`src/rtl/legv8_ctrl_pkg.sv`:
```
// Shared encodings for the LEGv8 multicycle main control: opcodes, ALUOp codes,
// instruction classes and FSM states.
package legv8_ctrl_pkg;

  localparam logic [10:0] OP_ADD  = 11'b10001011000;
  localparam logic [10:0] OP_SUB  = 11'b11001011000;
  localparam logic [10:0] OP_AND  = 11'b10001010000;
  localparam logic [10:0] OP_ORR  = 11'b10101010000;
  localparam logic [10:0] OP_LDUR = 11'b11111000010;
  localparam logic [10:0] OP_STUR = 11'b11111000000;
  localparam logic [7:0]  PFX_CBZ = 8'b10110100;
  localparam logic [5:0]  PFX_B   = 6'b000101;

  localparam logic [1:0] ALUOP_ADD   = 2'b00;
  localparam logic [1:0] ALUOP_PASSB = 2'b01;
  localparam logic [1:0] ALUOP_RTYPE = 2'b10;

  typedef enum logic [2:0] {
    CL_RTYPE,
    CL_LDUR,
    CL_STUR,
    CL_CBZ,
    CL_B,
    CL_ILL
  } class_t;

  typedef enum logic [2:0] {
    ST_IDLE,
    ST_EXEC,
    ST_MEM,
    ST_WB,
    ST_ERR
  } state_t;

endpackage

```
`src/rtl/legv8_multicycle_control_classifier.sv`:
```
// Combinational opcode classifier: maps instr[31:21] to an instruction class,
// full 11-bit matches taking priority over the CBZ/B prefix matches.
module legv8_opcode_classifier
  import legv8_ctrl_pkg::*;
(
  input  logic [10:0] opcode,
  output class_t      op_class
);

  always_comb begin
    op_class = CL_ILL;
    if (opcode == OP_ADD || opcode == OP_SUB || opcode == OP_AND || opcode == OP_ORR) begin
      op_class = CL_RTYPE;
    end else if (opcode == OP_LDUR) begin
      op_class = CL_LDUR;
    end else if (opcode == OP_STUR) begin
      op_class = CL_STUR;
    end else if (opcode[10:3] == PFX_CBZ) begin
      op_class = CL_CBZ;
    end else if (opcode[10:5] == PFX_B) begin
      op_class = CL_B;
    end
  end

endmodule

```
`src/rtl/legv8_multicycle_control.sv`:
```
// Multicycle LEGv8 main control FSM: accepts an instruction from fetch, drives
// ALUOp/OpcodeField to ALU control and datapath strobes through EXEC/MEM/WB.
module legv8_multicycle_control
  import legv8_ctrl_pkg::*;
#(
  parameter int MEM_TIMEOUT = 16,
  parameter int CNT_W       = 8
) (
  input  logic        clk,
  input  logic        reset_n,
  input  logic        instr_valid,
  input  logic [31:0] instr,
  output logic        instr_ready,
  input  logic        zero,
  input  logic        mem_ready,
  output logic [1:0]  ALUOp,
  output logic [10:0] OpcodeField,
  output logic        ALUSrc,
  output logic        Reg2Loc,
  output logic        MemRead,
  output logic        MemWrite,
  output logic        MemtoReg,
  output logic        RegWrite,
  output logic        PCWrite,
  output logic        illegal,
  output logic        mem_error,
  output logic [2:0]  fsm_state
);

  // Handshake: an instruction transfers on a rising edge where instr_valid and
  // instr_ready are both high; instr_ready is high only in IDLE once out of reset.

  localparam logic [CNT_W-1:0] LAST_CNT = CNT_W'(MEM_TIMEOUT - 1);

  state_t           state, state_next;
  class_t           live_class, cls_q;
  logic [10:0]      op_q;
  logic [CNT_W-1:0] cnt;
  logic             started;
  logic             accept;
  logic             unused_instr_bits;

  assign unused_instr_bits = ^instr[20:0];

  legv8_opcode_classifier u_classifier (
    .opcode   (instr[31:21]),
    .op_class (live_class)
  );

  assign accept      = instr_valid & instr_ready;
  assign OpcodeField = (state == ST_IDLE) ? 11'd0 : op_q;
  assign fsm_state   = state;

  // started holds instr_ready low until the first edge after reset release.
  always_ff @(posedge clk or negedge reset_n) begin
    if (!reset_n) begin
      state   <= ST_IDLE;
      op_q    <= 11'd0;
      cls_q   <= CL_ILL;
      cnt     <= '0;
      started <= 1'b0;
    end else begin
      started <= 1'b1;
      state   <= state_next;
      if (accept) begin
        op_q  <= instr[31:21];
        cls_q <= live_class;
      end
      if (state == ST_MEM) cnt <= cnt + 1'b1;
      else                 cnt <= '0;
    end
  end

  always_comb begin
    state_next  = state;
    instr_ready = 1'b0;
    ALUOp       = ALUOP_ADD;
    ALUSrc      = 1'b0;
    Reg2Loc     = 1'b0;
    MemRead     = 1'b0;
    MemWrite    = 1'b0;
    MemtoReg    = 1'b0;
    RegWrite    = 1'b0;
    PCWrite     = 1'b0;
    illegal     = 1'b0;
    mem_error   = 1'b0;
    case (state)
      ST_IDLE: begin
        instr_ready = started;
        if (instr_valid && started) begin
          state_next = (live_class == CL_ILL) ? ST_ERR : ST_EXEC;
        end
      end
      ST_EXEC: begin
        state_next = ST_IDLE;
        case (cls_q)
          CL_RTYPE: begin
            ALUOp      = ALUOP_RTYPE;
            state_next = ST_WB;
          end
          CL_LDUR: begin
            ALUSrc     = 1'b1;
            state_next = ST_MEM;
          end
          CL_STUR: begin
            ALUSrc     = 1'b1;
            Reg2Loc    = 1'b1;
            state_next = ST_MEM;
          end
          CL_CBZ: begin
            ALUOp   = ALUOP_PASSB;
            Reg2Loc = 1'b1;
            PCWrite = zero;
          end
          CL_B:    PCWrite = 1'b1;
          default: state_next = ST_IDLE;
        endcase
      end
      ST_MEM: begin
        MemRead  = (cls_q == CL_LDUR);
        MemWrite = (cls_q == CL_STUR);
        // mem_ready on the final allowed cycle still completes the access.
        if (mem_ready) begin
          state_next = (cls_q == CL_LDUR) ? ST_WB : ST_IDLE;
        end else if (cnt == LAST_CNT) begin
          mem_error  = 1'b1;
          state_next = ST_IDLE;
        end
      end
      ST_WB: begin
        RegWrite   = 1'b1;
        MemtoReg   = (cls_q == CL_LDUR);
        state_next = ST_IDLE;
      end
      ST_ERR: begin
        illegal    = 1'b1;
        state_next = ST_IDLE;
      end
      default: state_next = ST_IDLE;
    endcase
  end

endmodule

```
`config.mk`:
```
export PLATFORM = sky130hd
export DESIGN_NAME = legv8_multicycle_control
export DESIGN_NICKNAME = d
export VERILOG_FILES = /design/src/rtl/legv8_ctrl_pkg.sv /design/src/rtl/legv8_multicycle_control_classifier.sv /design/src/rtl/legv8_multicycle_control.sv
export SDC_FILE = /design/constraint.sdc
export NUM_CORES = 1
export LEC_CHECK = 0
export CAP_MARGIN = 20
export CELL_PAD_IN_SITES_DETAIL_PLACEMENT = 1
export CELL_PAD_IN_SITES_GLOBAL_PLACEMENT = 1
export CORE_MARGIN = 2
export CORE_UTILIZATION = 30
export CTS_CLUSTER_DIAMETER = 120
export DETAILED_ROUTE_END_ITERATION = 7
export PLACE_DENSITY_LB_ADDON = 0.05
export SLEW_MARGIN = 20
export SYNTH_ARGS = -nofsm -noshare
export SYNTH_HDL_FRONTEND = slang
export SYNTH_SLANG_ARGS = --single-unit
```
`constraint.sdc`:
```
create_clock -name clk -period 2.65 [get_ports clk]
set_clock_uncertainty 0.2 [all_clocks]
set_input_delay 0.795 -clock clk [delete_from_list [all_inputs] [get_ports clk]]
set_output_delay 0.795 -clock clk [all_outputs]
set_load 0.03 [all_outputs]
```
==> impl_metrics.toml <==
[clock_tree]
clkTransAtPathRegs_ns = 0.09
cts_sinks = 26
clockBufferDepth = 2
cts_buffers = 3
cts_root_buf = "clkbuf_8"
ctsHtreeMaxLevel = 1
cts_tree = "built"
clk_latency_ns = 0.27
postCtsHoldBufs = 0

[logic_synthesis]
ys_ff_latch = 26
syn-num-nets = 183
syn_inst = 145
yosysUniqueCellTypes = 45
syn_area_um2 = 1430
async_reset_ff_share_pct = 100
syn_avg_cell_area_um2 = 9.84
synth_ff_type = "dfrtp_1"
seq_area_frac_synth_pct = 45.8
synth_edf_count = 0
yosysWarnings = 0

[layout]
layout_common_cells = "32 x buf_4, 23 x dfrtp_1, 16 x clkdlybuf4s50_1"
num-fill-cells = 543
layout_commonest_cell = "buf_4"
regArea_um2 = 654
nNetsFinal = 254
syn2layout_area_growth_pct = 53.2
drive_above_1_share_pct = 40.0
fin_util_pct = 46.9
n_antenna_cell = 0
multi_input_area_um2 = 797

[worst_setup_path]
critPathBufInv = 2
path_max_fanout = 5
worstPathCellList = "buf_6 -> or3b_4 -> or2_4 -> nor3_2 -> buf_4"
critPathKind = "reg2out"
cp.arrival_ns = 1.76
critPathRequiredTime_ns = 1.66
slowest_delay_ns = 0.41
slowest_stage = "dfrtp_1"
cp-start-kind = "flip-flop"
setup.worst_path.end_class = "output pin"
crit_family = "simple AND/OR/NAND/NOR gates"

[detailed_routing]
ant_nets = 0
drtIter0Drc = 45
via_per_inst = 4.86
num_vias = 1306
first_pass_iters = 4
wirelength_um = 3810
drt-wirelength-per-cell_um = 14.2
drc = 0

[placed_design]
dp_hpwl_um = 2790
io_buffers = 41
post-place-ws_ns = -0.0839
place_congestion = 0.747

[timing]
fin_crit_ns = 2.76
period_share_pct = 104
setup_viol = 5
clock.fmax_ghz = 0.363
rsz0062_at_grt = "yes"
fin_ws_ns = -0.108
slew_viol_final = 0
hold_ws_ns = 0.263
hold_viol = 0
tns_ns = -0.421

[flow_run]
maxCapViolCount = 0

[global_routing]
grt_overflow_total = 0
grt_pass1_wl_um = 6270
grt_max_degree = 27
antenna_found_initial = 0
grtUsageTotal_pct = 15.3
grt_pass1_vias = 1372

[pwr]
p_leak_nw = 1.00
power_density_nw_per_um2 = 473
p_total_w = 0.00103
peakVddDrop_v = 0.000319

[outcome]
outcome = "finished with violations"
violations = "negative setup slack"

[floorplan]
core-area_um2 = 4660
num_io_pins = 63
row_count = 25
die_h_um = 73.0
dieArea_um2 = 5320
floorplan.initialDensity_pct = 30.6
die_w_um = 73.0

[min_path]
hold_path_class = "reg2reg"
[power breakdown]
part	total, W	switching, W	internal, W
clock network	0.000330	0.000128	0.000202
registers	0.000463	0.0000239	0.000439
logic	0.000241	0.000116	0.000125
total	0.00103	0.000268	0.000766
[cell usage after synthesis, types with 3 or more instances]
master	instances	share of area, %
dfrtp_1	24	42
nor2_1	17	4.5
nand2_1	14	3.7
nor2b_1	10	4.4
a21oi_1	8	2.8
mux2_2	8	6.3
nand3_1	5	1.8
o21ai_0	4	1.4
xnor2_1	4	2.5
clkbuf_1	3	0.79
inv_1	3	0.79
nor3b_1	3	1.6
[worst reg2reg max path, stage by stage, from the launching register on]
cell	delay, ns
dfrtp_1	0.39
buf_4	0.16
or3b_4	0.45
buf_4	0.19
o22ai_1	0.17
and2_1	0.18
o221a_1	0.19
[cells by family (layout without fill, tap and decap cells)]
| logic type | Yosys count | in the layout | synth area share, % |
|---|---|---|---|
| AOI/OAI and AO/OA | 20 | 20 | 8.42 |
| adders and majority gates | 1 | 1 | 0.877 |
| other | 1 | 1 | 0.263 |
| DFF | 26 | 26 | 45.8 |
| xor gates and xnor gates | 6 | 6 | 3.68 |
| muxes | 11 | 11 | 9.12 |
| buffers and inverters | 8 | 78 | 2.72 |
| and+or+nand+nor | 72 | 72 | 29.1 |
[through the flow]
step	instance area [µm²]	std cells
after floorplan	1440	145
after global placement	1990	251
after detailed placement	1990	251
after CTS	2100	259
after global routing	2190	269
final	2190	269
[registers in the layout, summed over array words and instances, names as in the netlist]
name       count
cls_q          3
cnt            8
fsm_state      3
op_q          11
started        1
[worst paths after layout]
check | startpoint | endpoint | slack [ns] | cells after the start
max | fsm_state[2] | ALUOp[1] | -0.11 | 5
min | cnt[0] | cnt[0] | 0.26 | 1
max reg2reg | fsm_state[0] | fsm_state[0] | 0.67 | 6
min reg2reg | cnt[0] | cnt[0] | 0.26 | 1
max in group asynchronous | reset_n | cls_q[2] | 1.26 | 2
min in group asynchronous | reset_n | cnt[5] | 0.70 | 2
[metal layers]
layer / global-route usage (%) / share of wire [%]
met5: 0 / 0
met4: 3.70 / 1.0
met3: 2.76 / 3.4
met2: 29.0 / 55
met1: 17.6 / 40
[final cells by class]
| type | instances | area share (%) |
|---|---|---|
| multi-input combinational | 111 | 36.5 |
| inverter | 3 | 0.515 |
| clock inverter | 1 | 1.37 |
| sequential | 26 | 29.9 |
| clock buffer | 3 | 1.89 |
| tap | 54 | 3.09 |
| timing repair buffer | 71 | 26.7 |
[what timing repair did]
item                                    4_1_cts  5_1_grt
endpoints found under the setup margin       22       19
endpoints found under the hold margin         0        0
setup buffers                                 4       10
gates resized for setup                      22       39
pin swaps                                     1        5
(Power assumes the default switching activity.)
